`config.mk`:
```
export PLATFORM = sky130hd
export DESIGN_NAME = div_mul_sequencer
export DESIGN_NICKNAME = d
export VERILOG_FILES = /design/src/rtl/cpu_ctrl_pkg.sv /design/src/rtl/reg_sel_decoder.sv /design/src/rtl/div_mul_sequencer.sv
export SDC_FILE = /design/constraint.sdc
export NUM_CORES = 1
export LEC_CHECK = 0
export CAP_MARGIN = 10
export CORE_ASPECT_RATIO = 0.9
export CORE_MARGIN = 2
export CORE_UTILIZATION = 30
export CTS_BUF_LIST = sky130_fd_sc_hd__clkbuf_8
export CTS_CLUSTER_SIZE = 20
export DETAILED_ROUTE_END_ITERATION = 16
export GPL_TIMING_DRIVEN = 0
export HOLD_SLACK_MARGIN = 0.05
export PLACE_DENSITY_LB_ADDON = 0.12
export RECOVER_POWER = 100
export SETUP_SLACK_MARGIN = 0.15
export SLEW_MARGIN = 15
export SYNTH_ARGS = -nofsm -noshare
export SYNTH_HDL_FRONTEND = slang
export SYNTH_SLANG_ARGS = --single-unit
```
`constraint.sdc`:
```
create_clock -name clk -period 2.1 [get_ports clk]
set_input_delay 0.21 -clock clk [delete_from_list [all_inputs] [get_ports clk]]
set_output_delay 0.21 -clock clk [all_outputs]
set_load 0.1 [all_outputs]
```
`src/rtl/cpu_ctrl_pkg.sv`:
```
// Shared types and constants for the MUL/DIV instruction sequencer.
package cpu_ctrl_pkg;

  typedef enum logic [3:0] {
    StIdle, StT0, StT1, StT2, StT3, StT4, StT4w, StT5, StT6, StIll
  } state_e;

  localparam logic [4:0]  OP_MUL  = 5'b01000;
  localparam logic [4:0]  OP_DIV  = 5'b01001;
  localparam logic [11:0] ALU_MUL = 12'b0000_0000_0100;
  localparam logic [11:0] ALU_DIV = 12'b0000_0000_1000;

  localparam int unsigned OPC_HI = 31;
  localparam int unsigned OPC_LO = 27;
  localparam int unsigned RB_HI  = 22;
  localparam int unsigned RB_LO  = 19;
  localparam int unsigned RC_HI  = 18;
  localparam int unsigned RC_LO  = 15;

endpackage

```
`src/rtl/reg_sel_decoder.sv`:
```
// 4-to-16 one-hot register select with enable; all zero when disabled.
module reg_sel_decoder (
  input  logic        en,
  input  logic [3:0]  sel,
  output logic [15:0] onehot
);

  always_comb begin
    onehot = '0;
    if (en) onehot[sel] = 1'b1;
  end

endmodule

```
`src/rtl/div_mul_sequencer.sv`:
```
// Control sequencer for fetch and execute of MUL/DIV instructions on a single-bus datapath.
module div_mul_sequencer
  import cpu_ctrl_pkg::*;
(
  input  logic        clk,
  input  logic        clr,
  input  logic        run,
  input  logic        mem_ready,
  input  logic [31:0] ir,
  input  logic        alu_done,
  output logic        PCout,
  output logic        MARin,
  output logic        IncPC,
  output logic        PCin,
  output logic        MDRRead,
  output logic        MDRin,
  output logic        MDRout,
  output logic        IRin,
  output logic        Yin,
  output logic        Zin,
  output logic        Zlowout,
  output logic        Zhighout,
  output logic        LOin,
  output logic        HIin,
  output logic [15:0] Rout,
  output logic [11:0] ALUControl,
  output logic        alu_start,
  output logic        busy,
  output logic        illegal
);

  state_e     state_q, state_d;
  logic       t1_first_q;
  logic       done_q;
  logic       illegal_q, illegal_d;
  logic [4:0] opcode;
  logic [3:0] rb, rc;
  logic       rout_en;
  logic [3:0] rout_sel;
  logic       alu_go;
  logic       unused_ir;

  assign opcode    = ir[OPC_HI:OPC_LO];
  assign rb        = ir[RB_HI:RB_LO];
  assign rc        = ir[RC_HI:RC_LO];
  assign unused_ir = ^{ir[26:23], ir[14:0]};

  // An alu_done seen during T4 is remembered so the first T4W cycle can honour it.
  assign alu_go = alu_done | done_q;

  always_ff @(posedge clk or negedge clr) begin
    if (!clr) begin
      state_q    <= StIdle;
      t1_first_q <= 1'b0;
      done_q     <= 1'b0;
      illegal_q  <= 1'b0;
    end else begin
      state_q    <= state_d;
      t1_first_q <= (state_q == StT0);
      done_q     <= (state_q == StT4) & alu_done;
      illegal_q  <= illegal_d;
    end
  end

  always_comb begin
    state_d   = state_q;
    illegal_d = illegal_q;
    case (state_q)
      StIdle: if (run) state_d = StT0;
      StT0:   state_d = StT1;
      StT1:   if (mem_ready) state_d = StT2;
      StT2: begin
        if (opcode == OP_MUL || opcode == OP_DIV) begin
          state_d = StT3;
        end else begin
          state_d   = StIll;
          illegal_d = 1'b1;
        end
      end
      StT3:   state_d = StT4;
      StT4:   state_d = StT4w;
      StT4w:  if (alu_go) state_d = StT5;
      StT5:   state_d = StT6;
      StT6:   state_d = run ? StT0 : StIdle;
      StIll:  state_d = StIdle;
      default: state_d = StIdle;
    endcase
  end

  always_comb begin
    PCout      = 1'b0;
    MARin      = 1'b0;
    IncPC      = 1'b0;
    PCin       = 1'b0;
    MDRRead    = 1'b0;
    MDRin      = 1'b0;
    MDRout     = 1'b0;
    IRin       = 1'b0;
    Yin        = 1'b0;
    Zin        = 1'b0;
    Zlowout    = 1'b0;
    Zhighout   = 1'b0;
    LOin       = 1'b0;
    HIin       = 1'b0;
    alu_start  = 1'b0;
    ALUControl = '0;
    rout_en    = 1'b0;
    rout_sel   = rc;
    case (state_q)
      StT0: begin
        PCout = 1'b1;
        MARin = 1'b1;
        IncPC = 1'b1;
        Zin   = 1'b1;
      end
      StT1: begin
        Zlowout = 1'b1;
        PCin    = t1_first_q;
        MDRRead = 1'b1;
        MDRin   = 1'b1;
      end
      StT2: begin
        MDRout = 1'b1;
        IRin   = 1'b1;
      end
      StT3: begin
        rout_en  = 1'b1;
        rout_sel = rb;
        Yin      = 1'b1;
      end
      StT4, StT4w: begin
        rout_en   = 1'b1;
        alu_start = (state_q == StT4);
        Zin       = (state_q == StT4w) & alu_go;
        if (opcode == OP_DIV)      ALUControl = ALU_DIV;
        else if (opcode == OP_MUL) ALUControl = ALU_MUL;
      end
      StT5: begin
        Zlowout = 1'b1;
        LOin    = 1'b1;
      end
      StT6: begin
        Zhighout = 1'b1;
        HIin     = 1'b1;
      end
      default: ;
    endcase
  end

  assign busy    = (state_q != StIdle);
  assign illegal = illegal_q;

  reg_sel_decoder u_reg_sel_decoder (
    .en     (rout_en),
    .sel    (rout_sel),
    .onehot (Rout)
  );

endmodule

```
==> impl_metrics.yaml, run 1 <==
timing:
  relSlewSlack_pct: 35.69
  max_slew.worst_pin.slew_ps: 961.7
  period_needed_ps: 2397
  rsz0062_at_grt: "yes"
  setup_tns_ps: -3749
  max_freq_mhz: 417.2
  setup-violations-final: 16
  fin_ws_ps: -296.8
  skew_ps: 3.303
  slew_viol_final: 0
  finalCritPeriodShare_pct: 114.1
  finalHoldViolations: 0
finish:
  num-nets-final: 220
  antennaDiodeCount: 0
  fin_util_pct: 84.92
  area_growth_syn_to_layout_pct: 163.1
  drive_gt1_share_pct: 65.38
  finalNonFillerCells: 210
die:
  core_region_area_sq_um: 2489
  rows: 17
  die_h_microns: 53.09
  fp.dieW_microns: 58.55
  start_util_pct: 32.28
  die_area_sq_um: 3108
  ios: 82
global_routing:
  grt_first_pass_wirelength_microns: 5595
  grt_usage_pct: 24.31
  antenna_found_initial: 0
  grt_max_degree: 11
  grt-ovfl-total: 0
  grt_pass1_vias: 1132
power_and_ir_drop:
  vdd_drop_max_mv: 1.616
  p_switching_mw: 1.866
  power_frac_clock_pct: 6.5
  power.leakage_nw: 0.8531
  report.power.total_mw: 3.005
  power_density_nw_per_um2: 1422
  combPwrFrac_pct: 86.3
  cellInternalPower_mw: 1.139
  netSwitchingFraction_pct: 62.10
  pwr-share-seq_pct: 7.3
logic_synthesis:
  synthAdderAreaFrac_pct: 0
  synth_top_family_by_area: "simple AND/OR/NAND/NOR gates"
  synth_area_leaders: "dfrtp_1 (22%), buf_4 (14%), nor4_1 (14%)"
  synth_top_area_share_pct: 21.81
  synth_most_common_cell: "nor4_1"
  yosys_warnings: 0
  ys_ff_latch: 7
  synth.distinct_cells: 32
  synthMuxAreaShare_pct: 8.100
  synthTopCellsByCount: "nor4_1 (18), buf_4 (15), dfrtp_1 (7), nor2_1 (7)"
  yosys.area_share.simple_pct: 40.50
  yosys.area.top_type: "dfrtp_1"
  seq_area_frac_synth_pct: 21.81
  synth_xor_area_share_pct: 1.090
  netlist_instances: 103
  syn_avg_cell_area_sq_um: 7.799
  ys.flop_type: "dfrtp_1"
  netlist_area_sq_um: 803.3
  synthArstFlopShare_pct: 100.0
  synth-compound-area-share_pct: 9.502
  synth-edff-count: 0
placement:
  io_buffers: 52
  gp_congestion: 0.8048
  dp_hpwl_microns: 2152
  dp_cells: 192
flow_run:
  drv_cap: 0
outcome:
  status: "finished with violations"
  failed_checks: "setup timing"
clock_network:
  clkSinkCount: 7
  clk_pin_slew_ps: 40
  cts_htree_levels: 1
  cts_buffers: 3
  clockRootBuffer: "clkbuf_8"
  clock_latency_ps: 230
  cts_tree: "built"
  ctsHoldBuffers: 0
  clockBufferDepth: 2
route:
  via_per_inst: 5.448
  final_antenna_net_count: 0
  drtPass1Iterations: 4
  wl_microns: 4031
  drt_drc_violations_left: 0
  vias: 1144
  drt_iter0_markers: 30
  wl_per_cell_microns: 19.20
worst_setup_path:
  setup.worst_path.start_class: "flop"
  end_kind: "output pin"
  crit_type: "flop to output pin"
  worstPathRequired_ps: 1890
  worstPathArrival_ps: 2190
  cp_max_fo: 8
worst_hold_path:
  hp-class: "input port to async pin"
cell usage in the layout, fill, tap and decap left out, types with 3 or more instances in the layout:
cell	count
o21ai_0	3
nor2_1	4
buf_8	6
clkdlybuf4s50_1	15
dfrtp_1	5
clkbuf_8	4
nor2_2	3
conb_1	10
buf_6	23
nor4_4	18
buf_4	29
and3_1	3
buf_12	7
cell families after synthesis:
group                     count (synthesis)
and+or+nand+nor                          52
buffers and inverters                    24
AOI/OAI and AO/OA                        12
DFF                                       7
muxes                                     6
xor gates and xnor gates                  1
other                                     1
worst paths after layout:
| check | startpoint | endpoint | slack (ps) | cells after the start |
|---|---|---|---|---|
| setup / recovery | state_q[1] | Rout[4] | -300 | 6 |
| max in group asynchronous | clr | state_q[2] | 1490 | 1 |
| setup reg to reg | state_q[1] | state_q[2] | 520 | 5 |
| hold / removal | clr | state_q[3] | 330 | 1 |
| min in group clk | illegal | illegal | 460 | 1 |
| hold reg to reg | illegal | illegal | 460 | 1 |
timing repair:
action | in CTS | in global routing
buffers inserted | 10 | 4
resized for setup | 266 | 20
hold endpoints to repair | 0 | 0
cloned | 0 | 0
setup endpoints to repair | 34 | 33
pin swaps | 15 | 7
per-stage QoR:
step / cell area [sq um] / worst slack (ps) / hold slack (ps)
after floorplan: 1129 / -2295 / -85.59
after global placement: 1684 / -1032 / 450.8
after detailed placement: 1684 / -1069 / 451.3
after CTS: 2007 / -258.5 / 252.7
after global routing: 2113 / -381.3 / 337.5
final: 2113 / -296.8 / 327.5
power by group through the flow:
| stage | registers, mW | logic [mW] | clock network (mW) |
|---|---|---|---|
| 2_1_floorplan | 0.205 | 1.79 | 0 |
| 3_3_place_gp | 0.205 | 2.12 | 0 |
| 3_5_place_dp | 0.205 | 2.15 | 0 |
| 4_1_cts | 0.205 | 2.36 | 0.191 |
| 5_1_grt | 0.220 | 2.67 | 0.210 |
| 6_report | 0.219 | 2.59 | 0.194 |
critical path, stage by stage (launching register included):
cell,delay (ps)
dfrtp_1,390
buf_8,140
nor4b_4,250
buf_4,180
mux2_4,410
nor4_4,300
buf_6,260
registers in the layout, indices dropped and copies added (netlist names):
register / flops
t1_first_q: 1
state_q: 4
illegal: 1
done_q: 1
layout make-up:
class,instances,area (sq um)
Buffer,22,226.5
Clock buffer,3,41.29
Clock inverter,1,5.005
Fill cell,121,375.4
Inverter,2,7.507
Multi-Input combinational cell,81,919.6
Sequential cell,7,177.7
Tap cell,28,35.03
Timing Repair Buffer,66,700.7
per-layer routing:
metal | GRT usage, % | vias up | share of wire, %
met5 | 0 | - | 0
met4 | 8.527 | 0 | 4.5
met3 | 2.934 | 17 | 4.9
met2 | 43.26 | 50 | 51
met1 | 30.07 | 558 | 39
li1 | - | 519 | -
(Power assumes the default switching activity.)
==> run 2, diff against run 1 <==
Settings changed: CELL_PAD_IN_SITES_DETAIL_PLACEMENT set to 1, CELL_PAD_IN_SITES_GLOBAL_PLACEMENT set to 1, CORE_UTILIZATION 30 to 19.
==> run 2 against run 1 <==
Compared with the run above:
- the run still ends with setup timing left
- critical endpoint is now Rout[13]
- sequential share of layout area decreased by 0.63 points
- cell area increased by 6.6%
- critical path type unchanged
- non-clock buffer count increased by 9
- register-to-register slack about the same
- critical path depth unchanged
- routed wire length decreased by 6.7%
==> impl_metrics.yaml, run 2 (synthesis gave the netlist of run 1 again) <==
finish:
  largest_register_ffs: 4
  num-nets-final: 229
  final_common_cell: "buf_6"
  regMostFlops: "state_q"
  antennaDiodeCount: 0
  most-common-layout-cells: "buf_6 (27), buf_4 (24), nor4_4 (18)"
  area_growth_syn_to_layout_pct: 180.4
  drive_gt1_share_pct: 62.83
die:
  rows: 22
  start_util_pct: 19.72
  die_h_microns: 65.69
  ios: 82
  die_area_sq_um: 4765
  fp.dieW_microns: 72.54
  core_region_area_sq_um: 4074
worst_setup_path:
  worstPathRequired_ps: 1890
  worstPathArrival_ps: 2200
  crit_top_cell: "buf_6"
  cp_max_fo: 6
  crit_path_top_delay_cell: "dfrtp_1"
  rr_endpoint: "state_q[0]"
  setup.worst_path.start_class: "flop"
  crit_type: "flop to output pin"
  r2r_start: "state_q[1]"
  end_kind: "output pin"
  worst_r2r_path_depth: 7
  path_cells: "buf_8 -> nor4b_4 -> buf_6 -> mux2_4 -> nor4_4 -> buf_6"
  cpPeakStageDelay_ps: 390
  r2r_slack_ps: 520
route:
  wl_per_cell_microns: 15.73
  drt_drc_violations_left: 0
  drtPass1Iterations: 4
  vias: 1134
  wl_microns: 3759
  via_per_inst: 4.745
  drt_iter0_markers: 35
  final_antenna_net_count: 0
timing:
  finalCritPeriodShare_pct: 114.6
  holdWs_ps: 320.9
  max_freq_mhz: 415.7
  relSlewSlack_pct: 35.70
  finalHoldViolations: 0
  setup_tns_ps: -4053
  period_needed_ps: 2406
  fin_ws_ps: -305.9
  setup-violations-final: 18
  skew_ps: 0.8386
  slew_viol_final: 0
  rsz0062_at_grt: "yes"
  max_slew.worst_pin.slew_ps: 961.5
worst_hold_path:
  hp-class: "input port to async pin"
power_and_ir_drop:
  power.leakage_nw: 0.9186
  report.power.total_mw: 3.107
  combPwrFrac_pct: 87.3
  netSwitchingFraction_pct: 59.70
  cellInternalPower_mw: 1.252
  pwr-share-seq_pct: 6.8
  power_frac_clock_pct: 6.0
  vdd_drop_max_mv: 0.9328
  p_switching_mw: 1.855
  power_density_nw_per_um2: 1380
global_routing:
  grt_max_degree: 11
  grt_pass1_vias: 1149
  grt_first_pass_wirelength_microns: 5671
  antenna_found_initial: 0
  grt-ovfl-total: 0
  grt_usage_pct: 15.21
clock_network:
  clock_latency_ps: 230
  clkSinkCount: 7
  cts_buffers: 3
  cts_tree: "built"
  cts_htree_levels: 1
  clockBufferDepth: 2
  clk_pin_slew_ps: 40
  clockRootBuffer: "clkbuf_8"
placement:
  io_buffers: 52
  gp_congestion: 0.7215
  dp_hpwl_microns: 2429
outcome:
  failed_checks: "setup timing"
  status: "finished with violations"
flow_run:
  drv_cap: 0
-- run 2: power by group through the flow --
stage                     Sequential, mW  Clock, mW  Combinational [mW]
after global routing               0.216      0.194                2.81
after floorplan                    0.205          0                1.79
after CTS                          0.207      0.186                2.55
final                              0.210      0.186                2.71
after global placement             0.204          0                2.15
after detailed placement           0.206          0                2.18
-- run 2: cell type report --
type / count / area [sq um]
buffer: 22 / 231.5
clock buffer: 3 / 41.29
clock inverter: 1 / 3.754
fill: 438 / 1822
inverter: 2 / 7.507
multi-input combinational: 81 / 925.9
sequential: 7 / 175.2
tap: 48 / 60.06
timing repair buffer: 75 / 807.0
-- run 2: through the flow --
stage	cell area (sq um)	setup WS (ps)	util (%)	cells
4_1_cts	2176	-282.7	53.41	232
5_1_grt	2252	-359.1	55.28	239
6_report	2252	-305.9	55.28	239
3_5_place_dp	1709	-1125	41.95	212
3_3_place_gp	1709	-1076	41.95	212
2_1_floorplan	1129	-2295	-	112
-- run 2: critical path: cells and delay by family (launching register included) --
kind,cells,cell delay [ps]
muxes,1,390
DFF,1,390
and+or+nand+nor,2,600
buffers and inverters,3,580
-- run 2: timing repair --
item	4_1_cts	5_1_grt
endpoints found under the setup margin	34	28
pin swaps	17	10
hold buffers	0	0
buffers inserted	16	7
resized for setup	281	27
-- run 2: worst max path at each step --
stage                          start  endpoint  slack [ps]  cells after the start
final                     state_q[1]  Rout[13]        -310                      6
after global routing      state_q[1]  Rout[12]        -360                      6
after CTS                 state_q[1]   Rout[0]        -280                      6
after detailed placement  state_q[1]  Rout[10]       -1130                      5
after global placement    state_q[1]   Rout[1]       -1080                      5
after floorplan           state_q[1]  Rout[10]       -2290                      4
-- run 2: routing by layer --
layer  vias up  GRT usage (%)  share of wire, %
li1        538              -                 -
met1       546          20.33                43
met2        44          25.68                51
met3         6          2.147               4.7
met4         0          3.704               1.6
met5         -              0                 0
==> run 3, diff against run 2 <==
Settings changed: CORE_ASPECT_RATIO 0.9 to unset.
==> run 3 against run 2 <==
Compared with the run above:
- the run still ends with setup timing left
- global-route usage rose by 2.8 points
- maximum frequency down 4.5%
- sequential share of layout area fell by 0.61 points
- hold slack got worse by 14 ps
- die area is essentially flat
==> impl_metrics.yaml, run 3 (synthesis gave the netlist of run 1 again) <==
worst_setup_path:
  worstPathArrival_ps: 2310
  cp_max_fo: 6
  worstPathRequired_ps: 1890
  r2r_slack_ps: 460
  setup.worst_path.start_class: "flop"
  end_kind: "output pin"
  crit_type: "flop to output pin"
clock_network:
  clockBufferDepth: 2
  cts_tree: "built"
  clock_latency_ps: 230
  clk_pin_slew_ps: 40
  ctsHoldBuffers: 0
  clkSinkCount: 7
  cts_htree_levels: 1
  cts_buffers: 3
  clockRootBuffer: "clkbuf_8"
global_routing:
  antenna_found_initial: 0
  grt_usage_pct: 18.00
  grt-ovfl-total: 0
  grt_max_degree: 11
  grt_pass1_vias: 1233
  grt_first_pass_wirelength_microns: 6803
timing:
  holdWs_ps: 306.8
  skew_ps: 2.520
  slew_viol_final: 0
  relSlewSlack_pct: 35.69
  fin_ws_ps: -420.4
  max_slew.worst_pin.slew_ps: 961.6
  period_needed_ps: 2520
  setup-violations-final: 16
  rsz0062_at_grt: "yes"
  setup_tns_ps: -4960
  max_freq_mhz: 396.8
  finalHoldViolations: 0
  finalCritPeriodShare_pct: 120.0
power_and_ir_drop:
  p_switching_mw: 1.920
  vdd_drop_max_mv: 0.8347
  power_density_nw_per_um2: 1352
  combPwrFrac_pct: 88.0
  report.power.total_mw: 3.353
  power_frac_clock_pct: 5.6
  netSwitchingFraction_pct: 57.27
  pwr-share-seq_pct: 6.4
  cellInternalPower_mw: 1.433
  power.leakage_nw: 1.027
route:
  final_antenna_net_count: 0
  drtPass1Iterations: 4
  drt_iter0_markers: 36
  via_per_inst: 4.650
  wl_microns: 4417
  drt_drc_violations_left: 0
  vias: 1195
  wl_per_cell_microns: 17.19
placement:
  place_ws_ps: -1179
  gp_congestion: 0.7745
  io_buffers: 52
  dp_hpwl_microns: 2611
worst_hold_path:
  hp-class: "input port to async pin"
die:
  fp.dieW_microns: 69.02
  rows: 23
  die_h_microns: 69.02
  die_area_sq_um: 4764
  start_util_pct: 19.94
  core_region_area_sq_um: 4029
  ios: 82
finish:
  most-common-layout-cells: "buf_6 (37), buf_4 (36), nor4_4 (18)"
  antennaDiodeCount: 0
  num-nets-final: 245
  regMostFlops: "state_q"
  area_growth_syn_to_layout_pct: 208.7
  largest_register_ffs: 4
  final_common_cell: "buf_6"
  drive_gt1_share_pct: 69.57
  fin_util_pct: 61.55
flow_run:
  drv_cap: 0
outcome:
  failed_checks: "setup timing"
  status: "finished with violations"
run 3: changes by cell type in the layout (fill, tap and decap cells not counted), sizes merged:
cell           change
buf               +26
clkbuf             -9
clkdlybuf4s25      -1
run 3: critical path, cell delays in order (launching register included):
cell and delay (ps):
dfrtp_1 380, buf_8 130, buf_6 110, o21a_1 200, or3_4 400, buf_12 150, buf_4 140, nor4_4 290
buf_6 270
run 3: repair_timing:
action / 4_1_cts / 5_1_grt
pin swaps: 18 / 9
buffers inserted: 22 / 17
endpoints found under the setup margin: 34 / 32
gates resized for setup: 280 / 46
run 3: metal layers:
layer,global-route usage [%],wire length (microns)
met1,20.34,1575
met2,33.33,2592
met3,3.070,181
met4,6.754,68
met5,0,0
run 3: layout make-up:
class                   instances  area [sq um]
fillers                       421          1549
repair buffers                 91         999.7
multi-input cells              81         943.4
plain buffers                  22         244.0
flip-flops and latches          7         177.7
well taps                      50         62.56
clock buffers                   3         41.29
inverters                       2         7.507
clock inverters                 1         3.754
run 3: metrics by stage:
stage / std cells / cell area, sq um
after floorplan: 112 / 1129
after global placement: 214 / 1712
after detailed placement: 214 / 1712
after CTS: 240 / 2218
after global routing: 257 / 2480
final: 257 / 2480
run 3: power groups by stage:
stage | registers [mW] | logic, mW | clock network, mW
2_1_floorplan | 0.205 | 1.79 | 0
3_3_place_gp | 0.205 | 2.15 | 0
3_5_place_dp | 0.206 | 2.19 | 0
4_1_cts | 0.205 | 2.57 | 0.186
5_1_grt | 0.217 | 3.07 | 0.204
6_report | 0.213 | 2.95 | 0.188
run 3: path summary, 6_finish.rpt:
kind	start	endpoint	depth (start not counted)
setup / recovery	state_q[1]	Rout[6]	8
min in group clk	illegal	illegal	1
max in group asynchronous	clr	state_q[2]	1
hold / removal	clr	state_q[0]	1
setup reg to reg	state_q[1]	state_q[0]	8
hold reg to reg	illegal	illegal	1
